<file path="config.mk">
export PLATFORM = sky130hd
export DESIGN_NAME = branch_resolve_unit
export DESIGN_NICKNAME = d
export VERILOG_FILES = /design/src/rtl/cpu_branch_pkg.sv /design/src/rtl/branch_cond_eval.sv /design/src/rtl/branch_resolve_unit.sv
export SDC_FILE = /design/constraint.sdc
export NUM_CORES = 1
export LEC_CHECK = 0
export ABC_AREA = 1
export ABC_CLOCK_PERIOD_IN_PS = 1800
export CORE_UTILIZATION = 26
export CTS_CLUSTER_DIAMETER = 60
export DETAILED_ROUTE_END_ITERATION = 10
export PLACE_DENSITY = 0.57
export SLEW_MARGIN = 5
export SYNTH_ARGS = -nofsm -noshare
export SYNTH_HDL_FRONTEND = slang
export SYNTH_SLANG_ARGS = --single-unit
</file>
<file path="constraint.sdc">
create_clock -name clk -period 1.8 [get_ports clk]
set_input_delay 0.36 -clock clk [delete_from_list [all_inputs] [get_ports clk]]
set_output_delay 0.36 -clock clk [all_outputs]
set_load 0.02 [all_outputs]
</file>
<file path="src/rtl/cpu_branch_pkg.sv">
// Shared definitions for the branch resolve unit: condition codes, flag bit
// positions inside the {Z,N,C,V} flag vector, and the resolve FSM encoding.
// Ports: none (package).
package cpu_branch_pkg;

    // Condition codes carried on Br_Cond
    localparam logic [2:0] COND_EQ     = 3'd0;
    localparam logic [2:0] COND_NE     = 3'd1;
    localparam logic [2:0] COND_LT     = 3'd2;
    localparam logic [2:0] COND_GE     = 3'd3;
    localparam logic [2:0] COND_LTU    = 3'd4;
    localparam logic [2:0] COND_GEU    = 3'd5;
    localparam logic [2:0] COND_ALWAYS = 3'd6;
    localparam logic [2:0] COND_NEVER  = 3'd7;

    // Bit positions inside the 4-bit flag vector {Z,N,C,V}
    localparam int FLAG_Z = 3;
    localparam int FLAG_N = 2;
    localparam int FLAG_C = 1;
    localparam int FLAG_V = 0;

    typedef enum logic {
        ST_IDLE  = 1'b0,
        ST_FLUSH = 1'b1
    } state_t;

endpackage

</file>
<file path="src/rtl/branch_cond_eval.sv">
// Combinational condition evaluator: decides whether a branch is taken from
// the {Z,N,C,V} flags and a 3-bit condition code.
// Ports: flags (in, 4), cond (in, 3), take (out, 1). No latency, no state.
module branch_cond_eval
    import cpu_branch_pkg::*;
(
    input  logic [3:0] flags,
    input  logic [2:0] cond,
    output logic       take
);

    always_comb begin
        take = 1'b0;
        case (cond)
            COND_EQ:     take = flags[FLAG_Z];
            COND_NE:     take = ~flags[FLAG_Z];
            COND_LT:     take = flags[FLAG_N] ^ flags[FLAG_V];
            COND_GE:     take = ~(flags[FLAG_N] ^ flags[FLAG_V]);
            COND_LTU:    take = flags[FLAG_C];
            COND_GEU:    take = ~flags[FLAG_C];
            COND_ALWAYS: take = 1'b1;
            COND_NEVER:  take = 1'b0;
            default:     take = 1'b0;
        endcase
    end

endmodule

</file>
<file path="src/rtl/branch_resolve_unit.sv">
// Branch resolver: holds the ALU flag register, evaluates the branch condition
// (bypassing same-cycle flag writes), issues a one-cycle registered PC redirect
// followed by a FLUSH_CYCLES-long fetch flush, and counts taken/not-taken.
// Ports: clk/rst (sync, active-high); flag inputs Flag_WE/Result_I/Carry_I/Ovf_I;
// branch inputs Br_Valid/Br_Cond/Br_Target; outputs Taken_OUT, Redirect_OUT,
// Target_OUT, Flush_OUT, Flags_OUT, Taken_Cnt, NotTaken_Cnt (all registered).
module branch_resolve_unit
    import cpu_branch_pkg::*;
#(
    parameter int DATA_W       = 16,
    parameter int ADDR_W       = 16,
    parameter int FLUSH_CYCLES = 1,
    parameter int CNT_W        = 16
) (
    input  logic              clk,
    input  logic              rst,
    input  logic              Flag_WE,
    input  logic [DATA_W-1:0] Result_I,
    input  logic              Carry_I,
    input  logic              Ovf_I,
    input  logic              Br_Valid,
    input  logic [2:0]        Br_Cond,
    input  logic [ADDR_W-1:0] Br_Target,
    output logic              Taken_OUT,
    output logic              Redirect_OUT,
    output logic [ADDR_W-1:0] Target_OUT,
    output logic              Flush_OUT,
    output logic [3:0]        Flags_OUT,
    output logic [CNT_W-1:0]  Taken_Cnt,
    output logic [CNT_W-1:0]  NotTaken_Cnt
);

    localparam int FC_W = $clog2(FLUSH_CYCLES + 1);
    localparam logic [FC_W-1:0] FC_INIT = FC_W'(FLUSH_CYCLES);

    state_t            state, state_nxt;
    logic [FC_W-1:0]   fcnt, fcnt_nxt;
    logic [3:0]        alu_flags, eval_flags;
    logic              take;
    logic              taken_nxt, redir_nxt, flush_nxt;
    logic [ADDR_W-1:0] target_nxt;
    logic              taken_inc, not_taken_inc;

    always_comb begin
        alu_flags         = 4'b0000;
        alu_flags[FLAG_Z] = (Result_I == '0);
        alu_flags[FLAG_N] = Result_I[DATA_W-1];
        alu_flags[FLAG_C] = Carry_I;
        alu_flags[FLAG_V] = Ovf_I;
    end

    // A branch in the same cycle as a flag write must see the new flags.
    assign eval_flags = Flag_WE ? alu_flags : Flags_OUT;

    branch_cond_eval u_cond_eval (
        .flags (eval_flags),
        .cond  (Br_Cond),
        .take  (take)
    );

    always_comb begin
        state_nxt     = state;
        fcnt_nxt      = fcnt;
        taken_nxt     = Taken_OUT;
        redir_nxt     = 1'b0;
        target_nxt    = Target_OUT;
        taken_inc     = 1'b0;
        not_taken_inc = 1'b0;
        case (state)
            ST_IDLE: begin
                if (Br_Valid) begin
                    if (take) begin
                        redir_nxt  = 1'b1;
                        target_nxt = Br_Target;
                        taken_nxt  = 1'b1;
                        taken_inc  = 1'b1;
                        state_nxt  = ST_FLUSH;
                        fcnt_nxt   = FC_INIT;
                    end else begin
                        taken_nxt     = 1'b0;
                        not_taken_inc = 1'b1;
                    end
                end
            end
            ST_FLUSH: begin
                // Branches seen here are wrong-path and are dropped.
                if (fcnt <= FC_W'(1)) begin
                    state_nxt = ST_IDLE;
                    fcnt_nxt  = '0;
                end else begin
                    fcnt_nxt = fcnt - FC_W'(1);
                end
            end
            default: state_nxt = ST_IDLE;
        endcase
        flush_nxt = (state_nxt == ST_FLUSH);
    end

    always_ff @(posedge clk) begin
        if (rst) begin
            state        <= ST_IDLE;
            fcnt         <= '0;
            Flags_OUT    <= 4'b0000;
            Taken_OUT    <= 1'b0;
            Redirect_OUT <= 1'b0;
            Target_OUT   <= '0;
            Flush_OUT    <= 1'b0;
            Taken_Cnt    <= '0;
            NotTaken_Cnt <= '0;
        end else begin
            state        <= state_nxt;
            fcnt         <= fcnt_nxt;
            Taken_OUT    <= taken_nxt;
            Redirect_OUT <= redir_nxt;
            Target_OUT   <= target_nxt;
            Flush_OUT    <= flush_nxt;
            if (Flag_WE) begin
                Flags_OUT <= alu_flags;
            end
            if (taken_inc && (Taken_Cnt != '1)) begin
                Taken_Cnt <= Taken_Cnt + CNT_W'(1);
            end
            if (not_taken_inc && (NotTaken_Cnt != '1)) begin
                NotTaken_Cnt <= NotTaken_Cnt + CNT_W'(1);
            end
        end
    end

endmodule

</file>
==> flow_summary.json <==
{
  "dp_hpwl_mm": 6.06,
  "cts.path.max_buffers": 2,
  "synth_fp_nets": 454,
  "clk_pin_slew_worst_paths_ns": 0.11,
  "synth-seq-cells": 54,
  "synthTopCellsByArea": "dfxtp_1, nand2_1, a21oi_1, nand3_1, nor2_1",
  "grt_max_degree": 20,
  "critPathLaunchType": "register",
  "cpMaxStageDelayCell": "clkdlybuf4s50_1",
  "via_count": 3125,
  "skew_ns": 0.0144,
  "cp_max_fo": 4,
  "crit_chain": "buf_4, clkdlybuf4s50_1",
  "core_area_um2": 10500,
  "max_slew_margin_pct": 74.3,
  "ys_warn_count": 0,
  "netlist_area_um2": 2860,
  "start_util_pct": 27.2,
  "max_freq_mhz": 577,
  "yosys.cell_count.top_type": "nand2_1",
  "hold_violations": 0,
  "synth.avg_cell_area_um2": 6.97,
  "synthAdderAreaFrac_pct": 0.874,
  "p_leak_uw": 0.00202,
  "design.portCount": 96,
  "groute.usage.overall_pct": 14.3,
  "rows": 37,
  "synth_top_family_by_area": "simple AND/OR/NAND/NOR gates",
  "ys_seq_area_share_pct": 37.8,
  "numCtsBuffers": 5,
  "async_flop_share_pct": 0,
  "timing.rr.start": "Flags_OUT[2]",
  "finalMaxSlewViolations": 0,
  "hp-start": "rst",
  "cts_root_buf": "clkbuf_8",
  "synth_top_cell_by_area": "dfxtp_1",
  "dp_cells": 654,
  "drt-met1-wl_mm": 3.99,
  "wirelength_mm": 8.49,
  "diodes": 0,
  "viasPerCell": 4.64,
  "antenna_found_initial": 0,
  "synth_mux_area_share_pct": 0,
  "ys.flop_type": "dfxtp_1",
  "grt_pass1_wl_mm": 13.4,
  "worstSetupEndpointType": "primary output",
  "worst_pin_slew_ns": 0.385,
  "final-setup-viol-count": 0,
  "die_y_um": 107,
  "drtAntennaViolNets": 0,
  "drt_iter0_markers": 150,
  "yosys.area_share.xor_xnor_pct": 8.26,
  "drive_above_1_share_pct": 14.7,
  "clock_latency_ns": 0.31,
  "startpoint": "Taken_Cnt[1]",
  "portBuffers": 95,
  "required_ns": 1.44,
  "period_share_pct": 96.3,
  "synthCells": 411,
  "wl_per_cell_um": 12.6,
  "path_class": "register to primary output",
  "synth_edf_count": 0,
  "irDropWorstVdd_mv": 0.296,
  "reg2reg_slack_ns": 0.10,
  "worst-path-stages": 2,
  "reg2reg_to": "NotTaken_Cnt[10]",
  "die-area_um2": 11400,
  "synth_top_area_share_pct": 37.8,
  "powerDensity_nw_per_um2": 589,
  "hold_class": "primary input to register",
  "dr_wl_met2_mm": 4.05,
  "crit_family": "buffers and inverters",
  "r2r_cells": 13,
  "synth_compound_area_share_pct": 8.65,
  "outcome": "finished clean",
  "cp_num_buf_inv": 2,
  "hold_ws_ns": 0.409,
  "area_growth_pct": 56.6,
  "drcViolationCount": 0,
  "cts_max_level": 2,
  "top_layer": "met4",
  "max_cap_violations": 0,
  "dr.pass1.iters": 4,
  "nets": 579,
  "cpPeakStageDelay_ns": 0.60,
  "gp_congestion": 0.855,
  "synth_cell_types": 29,
  "fin_crit_ns": 1.73,
  "endpoint": "Taken_Cnt[1]",
  "wl_met3_um": 396,
  "overflow": 0,
  "cp_data_arrival_time_ns": 1.37,
  "fp.dieW_um": 107,
  "stdcell_count": 673,
  "clock-sinks": 54,
  "yosys.area_share.simple_pct": 37.1,
  "netlist_top_cells_count": "nand2_1, dfxtp_1, a21oi_1",
  "grt_pass1_vias": 2887,
  "cts_tree": "built"
}
==> sequential cells by signal, indices dropped and copies added, names as in the netlist <==
register and count:
NotTaken_Cnt 16, Taken_Cnt 16, Target_OUT 16, Flags_OUT 4
Redirect_OUT 1, Taken_OUT 1
==> layout make-up <==
class | count | area [um^2]
fillers | 1081 | 6030
multi-input cells | 313 | 1680
repair buffers | 134 | 1330
flip-flops and latches | 54 | 1090
well taps | 136 | 170
inverters | 28 | 105
clock buffers | 5 | 68.8
clock inverters | 3 | 43.8
==> worst reg2reg max path: stages, from the launching register on <==
cell and delay (ns):
dfxtp_1 0.39, inv_1 0.05, nand2_1 0.06, nand2_1 0.06
nand2_1 0.08, nand2_1 0.05, nand2_1 0.07, nand3_2 0.10
nand2_4 0.13, nand3_4 0.10, nor2_4 0.18, clkbuf_16 0.17
nand2_1 0.05, a21oi_1 0.14
==> logic make-up after synthesis <==
family	after synthesis
AO/OA/AOI/OAI	49
XOR/XNOR	27
adder cells (fa/ha/maj)	2
buffers and inverters	47
flip-flops	54
AND/OR/NAND/NOR	232
==> metal layers <==
metal,track usage [%],up-vias
met5,0,-
met4,2.94,0
met3,2.49,7
met2,23.8,82
met1,19.2,1437
li1,-,1599
==> worst min-delay path by stage <==
| stage | endpoint | cells past startpoint | slack (ns) |
|---|---|---|---|
| 2_1_floorplan | Taken_Cnt[1] | 2 | 0.52 |
| 3_3_place_gp | Target_OUT[10] | 2 | 0.45 |
| 3_5_place_dp | Target_OUT[3] | 2 | 0.45 |
| 4_1_cts | Redirect_OUT | 2 | 0.40 |
| 5_1_grt | Target_OUT[7] | 2 | 0.42 |
| 6_report | Redirect_OUT | 2 | 0.41 |
==> what timing repair did <==
item                       CTS  global route
hold buffers                 0             0
gates cloned                 0             4
buffers inserted             0             7
gates resized for setup      5            43
setup endpoints to repair   53            62
pin swaps                    0            12
==> metrics by stage <==
stage | setup TNS, ns | power (uW) | worst slack [ns] | util, % | cell area (um^2)
global placement | -19.40 | 1790 | -0.430 | 39.3 | 4130
CTS | 0 | 2640 | 0.000260 | 40.3 | 4240
floorplan | 0 | 1530 | 0.0343 | - | 2870
finish | 0 | 2640 | 0.0658 | 42.7 | 4480
detailed placement | -22.25 | 1800 | -0.485 | 39.3 | 4130
global route | -0.0114 | 2780 | -0.0114 | 42.7 | 4480
==> layout by cell type (no fill, tap or decap), types with 2 or more instances in the layout <==
master	synthesis	layout
nor4_1	2	2
dlygate4sd2_1	0	4
buf_12	0	2
a21oi_1	47	45
nand3_1	33	29
buf_6	3	2
nand2_1	121	119
xnor2_1	13	13
clkbuf_8	0	5
inv_2	1	2
xor2_1	14	14
nand3_2	1	4
inv_1	27	26
dfxtp_2	0	4
dfxtp_1	54	50
nor2_1	37	36
nand2_2	3	3
nand4_1	19	19
nand2_4	1	2
buf_4	2	34
nand3_4	1	4
dlymetal6s2s_1	0	20
nor2_2	1	2
a21oi_2	0	2
clkdlybuf4s50_1	0	69
nor3_1	8	8
==> power by group <==
group / total (uW) / switching (uW) / internal [uW]
Sequential: 1250 / 21.8 / 1230
Combinational: 566 / 287 / 279
Clock: 822 / 405 / 417
Total: 2640 / 714 / 1930
Power figures use the tool's default switching activity.
